<file path="src/rtl/sat_pkg.sv">
// Shared types and saturation helpers for the saturating accumulator datapath.
// Helpers work on a wide signed value so one package serves any sample width.
package sat_pkg;

    typedef enum logic [1:0] {
        IDLE  = 2'd0,
        ACCUM = 2'd1,
        HOLD  = 2'd2
    } state_t;

    typedef struct packed {
        logic               sat;
        logic signed [63:0] val;
    } sat_res_t;

    function automatic logic signed [63:0] sat_max(input int w);
        return (64'sd1 <<< (w - 1)) - 64'sd1;
    endfunction

    function automatic logic signed [63:0] sat_min(input int w);
        return -(64'sd1 <<< (w - 1));
    endfunction

    // Clamp a sign-extended sum into the signed range of a w-bit word.
    function automatic sat_res_t saturate(input logic signed [63:0] s, input int w);
        sat_res_t r;
        r.sat = 1'b0;
        r.val = s;
        if (s > sat_max(w)) begin
            r.sat = 1'b1;
            r.val = sat_max(w);
        end else if (s < sat_min(w)) begin
            r.sat = 1'b1;
            r.val = sat_min(w);
        end
        return r;
    endfunction

endpackage

</file>
<file path="src/rtl/sat_addsub.sv">
// Combinational signed add/subtract with clamping to the WIDTH-bit range.
// One extra bit of headroom covers every case, including 0 - MIN.
module sat_addsub
    import sat_pkg::*;
#(
    parameter int WIDTH = 16
) (
    input  logic [WIDTH-1:0] i_a,
    input  logic [WIDTH-1:0] i_b,
    input  logic             i_sub,
    output logic [WIDTH-1:0] o_y,
    output logic             o_sat
);

    logic signed [WIDTH:0] w_a;
    logic signed [WIDTH:0] w_b;
    logic signed [WIDTH:0] w_s;
    logic signed [63:0]    w_s64;
    sat_res_t              w_res;
    logic                  w_unused_hi;

    assign w_a   = {i_a[WIDTH-1], i_a};
    assign w_b   = {i_b[WIDTH-1], i_b};
    assign w_s   = i_sub ? (w_a - w_b) : (w_a + w_b);
    assign w_s64 = 64'(w_s);
    assign w_res = saturate(w_s64, WIDTH);

    assign o_y         = w_res.val[WIDTH-1:0];
    assign o_sat       = w_res.sat;
    assign w_unused_hi = ^w_res.val[63:WIDTH];

endmodule

</file>
<file path="src/rtl/sat_block_accumulator.sv">
// Saturating block accumulator: sums len signed samples with per-sample add/sub,
// clamps every step, and presents the result plus a sticky clamp flag on ready/valid.
module sat_block_accumulator
    import sat_pkg::*;
#(
    parameter int WIDTH = 16,
    parameter int CNT_W = 8
) (
    input  logic             clk,
    input  logic             rst_n,
    input  logic             clr,
    input  logic [CNT_W-1:0] len,
    input  logic             in_valid,
    output logic             in_ready,
    input  logic [WIDTH-1:0] in_data,
    input  logic             in_sub,
    output logic             out_valid,
    input  logic             out_ready,
    output logic [WIDTH-1:0] out_data,
    output logic             out_sat,
    output logic [WIDTH-1:0] acc_q
);

    state_t           r_state;
    state_t           w_next_state;
    logic [CNT_W-1:0] r_cnt;
    logic [CNT_W-1:0] r_len_q;
    logic [WIDTH-1:0] r_acc;
    logic             r_sticky;
    logic [WIDTH-1:0] r_out_data;
    logic             r_out_sat;

    logic [WIDTH-1:0] w_sum;
    logic             w_step_sat;
    logic             w_accept;
    logic [CNT_W-1:0] w_len_eff;
    logic             w_last;

    sat_addsub #(.WIDTH(WIDTH)) u_addsub (
        .i_a   (r_acc),
        .i_b   (in_data),
        .i_sub (in_sub),
        .o_y   (w_sum),
        .o_sat (w_step_sat)
    );

    // rst_n gates in_ready so nothing looks acceptable while reset is held.
    assign in_ready  = rst_n & (r_state != HOLD) & ~clr;
    assign w_accept  = in_valid & in_ready;
    assign w_len_eff = (len == '0) ? CNT_W'(1) : len;
    assign out_valid = (r_state == HOLD);
    assign out_data  = r_out_data;
    assign out_sat   = r_out_sat;
    assign acc_q     = r_acc;

    always_comb begin
        w_last = 1'b0;
        case (r_state)
            IDLE:    w_last = (w_len_eff == CNT_W'(1));
            ACCUM:   w_last = ((r_cnt + CNT_W'(1)) == r_len_q);
            default: w_last = 1'b0;
        endcase
    end

    always_ff @(posedge clk or negedge rst_n) begin
        if (!rst_n) begin
            r_state <= IDLE;
        end else begin
            r_state <= w_next_state;
        end
    end

    always_comb begin
        w_next_state = r_state;
        case (r_state)
            IDLE: begin
                if (w_accept) w_next_state = w_last ? HOLD : ACCUM;
            end
            ACCUM: begin
                if (w_accept && w_last) w_next_state = HOLD;
            end
            HOLD: begin
                if (out_ready) w_next_state = IDLE;
            end
            default: w_next_state = IDLE;
        endcase
        if (clr) w_next_state = IDLE;
    end

    always_ff @(posedge clk or negedge rst_n) begin
        if (!rst_n) begin
            r_acc      <= '0;
            r_cnt      <= '0;
            r_len_q    <= '0;
            r_sticky   <= 1'b0;
            r_out_data <= '0;
            r_out_sat  <= 1'b0;
        end else if (clr) begin
            r_acc    <= '0;
            r_cnt    <= '0;
            r_sticky <= 1'b0;
        end else begin
            case (r_state)
                IDLE: begin
                    if (w_accept) begin
                        r_len_q  <= w_len_eff;
                        r_acc    <= w_sum;
                        r_cnt    <= CNT_W'(1);
                        r_sticky <= w_step_sat;
                        if (w_last) begin
                            r_out_data <= w_sum;
                            r_out_sat  <= w_step_sat;
                        end
                    end
                end
                ACCUM: begin
                    if (w_accept) begin
                        r_acc    <= w_sum;
                        r_cnt    <= r_cnt + CNT_W'(1);
                        r_sticky <= r_sticky | w_step_sat;
                        if (w_last) begin
                            r_out_data <= w_sum;
                            r_out_sat  <= r_sticky | w_step_sat;
                        end
                    end
                end
                HOLD: begin
                    if (out_ready) begin
                        r_acc    <= '0;
                        r_cnt    <= '0;
                        r_sticky <= 1'b0;
                    end
                end
                default: begin
                    r_acc    <= '0;
                    r_cnt    <= '0;
                    r_sticky <= 1'b0;
                end
            endcase
        end
    end

endmodule

</file>
<file path="config.mk">
export PLATFORM = sky130hd
export DESIGN_NAME = sat_block_accumulator
export DESIGN_NICKNAME = d
export VERILOG_FILES = /design/src/rtl/sat_pkg.sv /design/src/rtl/sat_addsub.sv /design/src/rtl/sat_block_accumulator.sv
export SDC_FILE = /design/constraint.sdc
export NUM_CORES = 1
export LEC_CHECK = 0
export CAP_MARGIN = 5
export CORE_AREA = 2 2 110 69
export CTS_BUF_LIST = sky130_fd_sc_hd__clkbuf_4
export DETAILED_ROUTE_END_ITERATION = 10
export DIE_AREA = 0 0 112 71
export MAX_ROUTING_LAYER = met4
export PLACE_DENSITY = 0.81
export SYNTH_ARGS = -nofsm -noshare
export SYNTH_HDL_FRONTEND = slang
export SYNTH_SLANG_ARGS = --single-unit
</file>
<file path="constraint.sdc">
create_clock -name clk -period 3.6 [get_ports clk]
set_input_delay 0.72 -clock clk [delete_from_list [all_inputs] [get_ports clk]]
set_output_delay 0.72 -clock clk [all_outputs]
set_load 0.03 [all_outputs]
</file>
## After elaboration in Yosys (flattened, before gate mapping)

Cells that the tools add are included.

- Bits in registers: 52

- $add $sub $neg: 3
- Magnitude comparators: 2
- Equality and inequality tests: 14
- Muxes and demuxes: 30
- Bitwise logic cells: 5
- Reduce and logical (&&, ||, !) cells: 11

Operator list:

| operator | count |
|---|---|
| 65-bit 2-to-1 mux | 2 |
| 16-bit 2-to-1 mux | 3 |
| 8-bit 2-to-1 mux | 5 |
| 16-bit one-hot mux with 2 select lines | 1 |
| 8-bit one-hot mux with 3 select lines | 1 |
| 16-bit by 16-bit adder with 17-bit output | 1 |
| 17-bit by 16-bit greater-than comparator with 1-bit output (second input constant) | 1 |
| 17-bit by 16-bit < comparator with 1-bit output (second input constant) | 1 |
| 17-bit 2-to-1 mux | 1 |
| 16-bit by 16-bit subtractor with 17-bit output | 1 |
| 2-bit 2-to-1 mux | 5 |
| 2-bit != test (second input constant) | 5 |
| 3-bit != test (second input constant) | 3 |
| 3-bit AND reduction | 3 |
| 8-bit by 1-bit adder with 8-bit output (second input constant) | 1 |
| 8-bit by 1-bit == test with 1-bit output (second input constant) | 1 |
| 8-bit == test | 1 |
| 8-bit logical NOT | 1 |
| 1-bit 2-to-1 mux | 8 |
| 2-bit one-hot mux with 3 select lines | 1 |
| 6-bit AND reduction | 1 |
| 1-bit one-hot mux with 2 select lines | 2 |
| 4-bit AND reduction | 1 |
| 1-bit AND | 3 |
| 12 further kinds | 12 |

## Logic depth before layout (Yosys ltp)

Gate-level depths: netlist of run 1.

- Word-level depth: 9
- Gate-level depth with buffers: 16
- Gate-level depth less buffers: 14

## Hierarchy

Synthesis of run 1 repeated with hierarchy kept, for this count alone.

- Cell total of the unflattened synthesis: 382
- Area total of the unflattened synthesis: 3881.2 um^2

Modules (own cells, without submodules):

| module | times used | cells an instance | area each (um^2) | seq. area each (um^2) |
|---|---|---|---|---|
| sat_block_accumulator | 1 | 189 | 2376.0 | 1301.2 |
| sat_addsub | 1 | 193 | 1505.2 | 0.0 |

## Worst setup path after synthesis of run 1

No wires, ideal clock.

- Path kind: input to register
- Start point: input port in_data[3]
- End point: register r_out_data[13] (netlist: out_data[13])
- Library setup time: 0.125 ns
- Arrival: 3.723 ns
- Data required time: 3.475 ns
- Path slack: -0.248 ns
- Stages: 15
- Cells stage by stage: nor2_1 nor4b_1 and3_1 nor2_1 xnor2_1 ha_1 buf_2 and4_1 nor2b_1 o2111ai_1 and3b_4 nor4_4 buf_6 a21oi_1 mux2_4

- Cells in the longest elaborated chain, start to end: 5
- Elaborated cells between the ends (all ways): 7
- Those cells by class: add/sub: 2; order compare: 2; mux: 3

Ends and longest elaborated chain:

| what | line | text |
|---|---|---|
| start: declaration | sat_block_accumulator.sv:15 | `input logic [WIDTH-1:0] in_data,` |
| 16-bit by 16-bit adder with 17-bit output / 16-bit by 16-bit subtractor with 17-bit output (equally long branches) | sat_addsub.sv:24 | `assign w_s = i_sub ? (w_a - w_b) : (w_a + w_b);` |
| 17-bit 2-to-1 mux (*) | sat_addsub.sv:24 |  |
| 17-bit by 16-bit < comparator with 1-bit output | sat_pkg.sv:32 | `end else if (s < sat_min(w)) begin` |
| 65-bit 2-to-1 mux | sat_pkg.sv:32 |  |
| 65-bit 2-to-1 mux (*) | sat_pkg.sv:29 | `if (s > sat_max(w)) begin` |
| end signal: assignment | sat_block_accumulator.sv:111 | `r_out_data <= w_sum;` |
| end signal: assignment | sat_block_accumulator.sv:122 | `r_out_data <= w_sum;` |
| end: declaration | sat_block_accumulator.sv:30 | `logic [WIDTH-1:0] r_out_data;` |

Mark *: on every way between the ends. The rest lies on a longest branch, timed or not.
A chain may end at the register's enable or synchronous reset.

## Worst setup path in the final report of run 1

- Start point: input port in_data[3]
- End point: register r_acc[1] (netlist: acc_q[1])

- Cells in the longest elaborated chain, start to end: 8
- Elaborated cells between the ends (all ways): 10
- Those cells by class: add/sub: 2; order compare: 2; mux: 6

Ends and longest elaborated chain:

| what | line | text |
|---|---|---|
| 16-bit by 16-bit adder with 17-bit output / 16-bit by 16-bit subtractor with 17-bit output (equally long branches) | sat_addsub.sv:24 |  |
| 17-bit 2-to-1 mux (*) | sat_addsub.sv:24 |  |
| 17-bit by 16-bit < comparator with 1-bit output | sat_pkg.sv:32 |  |
| 65-bit 2-to-1 mux | sat_pkg.sv:32 |  |
| 65-bit 2-to-1 mux (*) | sat_pkg.sv:29 |  |
| 16-bit 2-to-1 mux (*) | sat_block_accumulator.sv:105, sat_block_accumulator.sv:117 |  |
| 16-bit one-hot mux with 2 select lines (*) | sat_block_accumulator.sv:103 | `case (r_state)` |
| 16-bit 2-to-1 mux (*) | sat_block_accumulator.sv:98 | `end else if (clr) begin` |
| end signal: assignment | sat_block_accumulator.sv:107 | `r_acc <= w_sum;` |
| end signal: assignment | sat_block_accumulator.sv:118 | `r_acc <= w_sum;` |
| end: declaration | sat_block_accumulator.sv:28 | `logic [WIDTH-1:0] r_acc;` |

Mark *: on every way between the ends. The rest lies on a longest branch, timed or not. The select of a mux whose other input is x is not followed.

==> results.ini, run 1 <==
[status]
status=finished, violations left
violations=setup timing

[layout]
area_growth_pct=48.90
n_antenna_cell=0
fin_util_pct=79.43
nets=590
fillCellCount=424
drive_above_1_share_pct=33.76

[cts]
h-tree-depth=2
cts_buffer_depth=2
cts_tree=yes
root_buffer=clkbuf_4
path_clk_slew_ns=0.15
clock_latency_ns=0.39
cts_buffers=5
clock-sinks=52

[grt]
grt_first_pass_wirelength_mm=17.85
overflow=0
grt_max_degree=56
grt_pass1_vias=3604
grt_usage_pct=28.95
antenna_found_initial=0

[synthesis]
synth_top_area_share_pct=34.71
yosys.cell_count.top_type=dfrtp_1
ys_warn_count=0
yosys.cell_types.count=68
synthFlopType=dfrtp_1
syn-cell-area_sq_um=3749
yosys.area.top_type=dfrtp_1
synth_edf_count=0
syn-num-nets=442
synth_common_cells=dfrtp_1, a21oi_1, xnor2_1
synth_area_leaders=dfrtp_1, xnor2_1, ha_1
avgSynthCellArea_sq_um=9.538
ys_ff_latch=52
synth-seq-area-share_pct=34.71
async_flop_share_pct=100.0
syn_inst=393

[timing]
fin_crit_sh_pct=102.6
worst_slack_ns=-0.09490
slew_headroom_pct=54.16
hold_ws_ns=0.4427
worst_slew_pin_slew_ns=0.6876
min_period_ns=3.695
fin_skew_ns=0.01235
hold_viol=0
fmax_ghz=0.2706
slew_violations=0
setup-tns-final_ns=-0.7542
finalSetupViolCount=18

[detailed_routing]
first_pass_iters=6
drcViolationCount=0
vias_per_cell=6.359
postRouteAntennaNets=0
drt-initial-drc-count=404
routedWlPerCell_microns=21.24
num_vias=4025
routed_wirelength_mm=13.44

[power]
leakage_nw=2.556
power_mw=2.585
peakVddDrop_mv=0.3500
power.density_nw_per_um2=463.1

[worst_setup_path]
cp_max_fo=17
worstSetupPathType=primary input to flop
path_buf_inv=6
cp.arrival_ns=4.01
required_ns=3.91
endpoint_kind=flop
cp_cell_sequence=clkbuf_2 -> buf_6 -> nor4b_4 -> and2_4 -> a21oi_4 -> xnor2_1 -> ha_2 -> buf_4 -> buf_4 -> a31oi_2 -> a41o_1 -> buf_4 -> o22ai_2 -> buf_12 -> a21o_1 -> o21ai_1
max_stage_delay_ns=0.35
path_delay_family=compound AO/OA/AOI/OAI gates
crit_top_cell=buf_4
crit_slowest_cell=ha_2
start_kind=primary input

[job]
maxCapViolations=0

[floorplanning]
start_util_pct=53.35
core_area_sq_um=7027
ios=65
rows=24
die_w_microns=112
dieArea_sq_um=7952
die_h_microns=71

[min_path]
hp-class=primary input to async pin

[placement]
preCtsSetupSlack_ns=-0.7543
place_hpwl_mm=8.508
numPortBuffers=64
gp_congestion=0.9747

## registers in the layout, summed over array words and instances, names as in the netlist
register / cells
acc_q: 16
out_data: 16
r_cnt: 8
r_len_q: 8
r_state: 2
out_sat: 1
r_sticky: 1
## final cells by class
cell class,count,area (sq um),share of cell area (%)
well taps,91,113.9,2.040
clock inverters,3,37.54,0.6725
repair buffers,163,1455,26.07
inverters,10,40.04,0.7173
clock buffers,5,37.54,0.6725
flip-flops and latches,52,1301,23.31
multi-input cells,309,2596,46.51
## cell families (layout without fill, tap and decap cells)
| logic type | after synthesis | after routing | share of synthesized area [%] |
|---|---|---|---|
| xor+xnor | 38 | 38 | 8.879 |
| fa+ha+maj | 19 | 19 | 6.542 |
| flops | 52 | 52 | 34.71 |
| mux | 22 | 22 | 7.176 |
| buf+inv | 32 | 181 | 4.439 |
| compound gates | 126 | 126 | 22.83 |
| simple gates | 104 | 104 | 15.42 |
## report_power, final
part | total [mW] | internal [mW] | leakage (nW) | switching, mW
Sequential | 0.751 | 0.665 | 0.696 | 0.0859
Clock | 0.330 | 0.142 | 0.0403 | 0.188
Combinational | 1.50 | 0.710 | 1.82 | 0.794
## routing by layer
metal | vias up | wire (microns) | track usage, %
met4 | 0 | 536 | 4.878
met3 | 63 | 1147 | 4.799
li1 | 1762 | - | -
met5 | - | 0 | -
met1 | 1906 | 5416 | 41.23
met2 | 294 | 6342 | 44.71
## what timing repair did
item,4_1_cts,5_1_grt
resized for setup,17,75
gates cloned,1,0
hold buffers,0,0
setup endpoints to repair,33,33
pin swaps,13,21
setup buffers,4,18
endpoints found under the hold margin,0,0
## worst paths after layout
check / from / to / slack (ns) / cells after the start
worst max-delay path: in_data[3] / acc_q[1] / -0.09 / 16
worst min-delay path: rst_n / r_state[0] / 0.44 / 2
worst max register to register: acc_q[0] / out_data[5] / 0.50 / 11
worst min register to register: out_data[14] / out_data[14] / 0.53 / 1
max in group asynchronous: rst_n / acc_q[10] / 2.69 / 2
min in group clk: out_data[14] / out_data[14] / 0.53 / 1
## cells in the final DEF (no fill, tap or decap), types with 4 or more instances in the layout
| cell type | count |
|---|---|
| inv_1 | 8 |
| ha_1 | 14 |
| a21o_1 | 10 |
| nor2b_1 | 4 |
| a21oi_1 | 24 |
| clkdlybuf4s50_1 | 52 |
| nor2_1 | 25 |
| nor3_1 | 9 |
| mux2_2 | 10 |
| a22o_1 | 12 |
| and3_1 | 5 |
| buf_6 | 7 |
| dlymetal6s2s_1 | 6 |
| mux2_4 | 11 |
| a21oi_2 | 6 |
| xor2_1 | 8 |
| dfrtp_1 | 52 |
| xnor2_1 | 29 |
| a31oi_1 | 5 |
| o211ai_1 | 6 |
| a21oi_4 | 9 |
| o31ai_1 | 4 |
| buf_4 | 90 |
| o21ai_0 | 16 |
| nand3_1 | 4 |
| nand2_1 | 18 |
| clkbuf_4 | 5 |
| nand2b_1 | 5 |
## metrics by stage
stage	cells	instance area [sq um]
4_1_cts	616	5204
6_report	633	5582
2_1_floorplan	393	3806
5_1_grt	633	5582
3_3_place_gp	603	5030
3_5_place_dp	603	5030
(Power assumes the default switching activity.)
==> run 2, diff against run 1 <==
--- a/config.mk
+++ b/config.mk
@@ -10,6 +10,7 @@
 export CTS_BUF_LIST = sky130_fd_sc_hd__clkbuf_4
 export DETAILED_ROUTE_END_ITERATION = 10
 export DIE_AREA = 0 0 112 71
+export GPL_TIMING_DRIVEN = 0
 export MAX_ROUTING_LAYER = met4
 export PLACE_DENSITY = 0.81
 export SYNTH_ARGS = -nofsm -noshare
==> constraint.sdc (replaced) <==
create_clock -name clk -period 3.7 [get_ports clk]
set_input_delay 0.74 -clock clk [delete_from_list [all_inputs] [get_ports clk]]
set_output_delay 0.74 -clock clk [all_outputs]
set_load 0.03 [all_outputs]
==> run 2 against run 1 <==
  * Highest routed layer unchanged
  * Sequential share of layout area is 3.1 points higher
  * Routed wire length shrank 17%
  * Sequential cell count unchanged
  * The run still ends with setup timing left
  * Core utilization is 9.4 points lower
  * Clock-buffer cell count is the same
  * Worst hold slack worse by 0.17 ns
  * Largest power group unchanged
  * Final cell count is 9.8% lower
  * Critical endpoint is now out_data[10]
==> results.ini, run 2 (synthesis gave the netlist of run 1 again) <==
[status]
status=finished, violations left
violations=setup timing

[floorplanning]
die_w_microns=112
die_h_microns=71
ios=65
dieArea_sq_um=7952
rows=24
core_area_sq_um=7027
start_util_pct=53.35

[placement]
preCtsSetupSlack_ns=-1.176
placed_cells=548
numPortBuffers=63
place_area_sq_um=4528
gp_congestion=0.8760
place_hpwl_mm=7.904

[layout]
final_common_cell=dfrtp_1
fin_util_pct=70.00
fin_area_sq_um=4918
fillCellCount=546
seq_area_sq_um=1301
n_antenna_cell=0
multi_input_area_sq_um=2480
area_growth_pct=31.21
mostFrequentLayoutCells=dfrtp_1, clkdlybuf4s50_1, a21oi_1
instances_no_fill=571
nets=528
drive_above_1_share_pct=19.58

[cts]
hold_buffers=0
h-tree-depth=2
clock_latency_ns=0.38
cts_buffer_depth=2
path_clk_slew_ns=0.15
cts_buffers=5
cts_tree=yes
root_buffer=clkbuf_4
clock-sinks=52

[worst_setup_path]
cp_max_fo=10
r2r_cells=11
cp.arrival_ns=4.10
r2r_start=acc_q[0]
rrSetupSlack_ns=0.67
crit_top_cell=a21oi_1
start_kind=primary input
crit_slowest_cell=clkdlybuf4s50_1
rr_endpoint=out_data[10]
max_stage_delay_ns=0.49
endpoint_kind=flop
cp_cell_sequence=clkdlybuf4s50_1 -> nor4_2 -> a21oi_1 -> xnor2_1 -> ha_1 -> nand2_1 -> o21ai_1 -> a21oi_4 -> and3b_4 -> o22ai_4 -> buf_6 -> a21oi_1 -> mux2_4
required_ns=3.98
worstSetupPathType=primary input to flop

[grt]
overflow=0
antenna_found_initial=0
grt_pass1_vias=3465
grt_usage_pct=27.61
grt_first_pass_wirelength_mm=17.23
grt_max_degree=40

[timing]
slew_headroom_pct=48.11
fin_crit_sh_pct=103.0
worst_slack_ns=-0.1123
hold_viol=0
finalSetupViolCount=30
worst_slew_pin_slew_ns=0.7731
fin_skew_ns=0.003476
slew_violations=0
fmax_ghz=0.2623
min_period_ns=3.812

[job]
maxCapViolations=0

[power]
power.density_nw_per_um2=449.5
peakVddDrop_mv=0.2810
power_mw=2.211
leakage_nw=2.178

[min_path]
hp-class=primary input to async pin

[detailed_routing]
postRouteAntennaNets=0
vias_per_cell=6.233
drcViolationCount=0
drt-initial-drc-count=338
routedWlPerCell_microns=19.53
first_pass_iters=5
num_vias=3559
routed_wirelength_mm=11.15

-- run 2: cell count changes in the layout (fill, tap and decap cells not counted), sizes merged --
| cell | previous run | this run |
|---|---|---|
| clkdlybuf4s50 | 52 | 51 |
| clkbuf | 9 | 15 |
| dlymetal6s2s | 6 | 3 |
| dlygate4sd2 | 0 | 3 |
| buf | 101 | 34 |
-- run 2: area by class of cell --
type                       count  area share [%]
buffer                        21           3.129
clock buffer                   5          0.7632
clock inverter                 3          0.7632
inverter                      10          0.7632
multi-input combinational    309           50.42
sequential                    52           26.46
tap                           91           2.315
timing repair buffer          80           15.39
-- run 2: how the worst max path moves through the flow --
stage / start / end / slack, ns / cells after the start
after floorplan: in_data[0] / out_data[13] / 0.01 / 16
after global placement: rst_n / out_data[10] / -1.94 / 9
after global routing: in_data[12] / out_data[5] / -0.17 / 13
final: in_data[12] / out_data[10] / -0.11 / 13
after detailed placement: in_data[2] / out_data[10] / -1.18 / 16
after CTS: in_data[3] / out_data[3] / 0.002 / 16
-- run 2: where the power goes --
group          switching, mW  leakage, nW  internal, mW
sequential            0.0719        0.696         0.647
clock                  0.190       0.0403         0.138
combinational          0.648         1.44         0.515
-- run 2: layer usage --
metal / wire length (microns) / global-route usage [%] / part of all wire, % / vias to the layer above
met1: 5168 / 40.34 / 46 / 1737
li1: - / - / - / 1623
met5: 0 / - / 0 / -
met3: 926 / 4.713 / 8.3 / 13
met2: 4986 / 41.62 / 45 / 186
met4: 72 / 3.930 / 0.65 / 0
-- run 2: worst max-delay path, delay by kind of cell --
kind	cells	cell delay, ns
AOI/OAI and AO/OA	5	0.94
xor gates and xnor gates	1	0.16
adders and majority gates	1	0.41
buffers and inverters	2	0.68
muxes	1	0.27
and+or+nand+nor	3	0.91
-- run 2: stage by stage --
stage | hold WS [ns] | TNS [ns]
finish | 0.2689 | -1.585
detailed placement | 0.4875 | -35.16
CTS | 0.2772 | 0
global route | 0.2923 | -3.831
floorplan | 0.4444 | 0
global placement | 0.4787 | -65.56
-- run 2: timing repair --
item / CTS / global route
setup endpoints to repair: 34 / 32
gates cloned: 0 / 1
setup buffers: 11 / 5
resized for setup: 46 / 25
pin swaps: 12 / 18
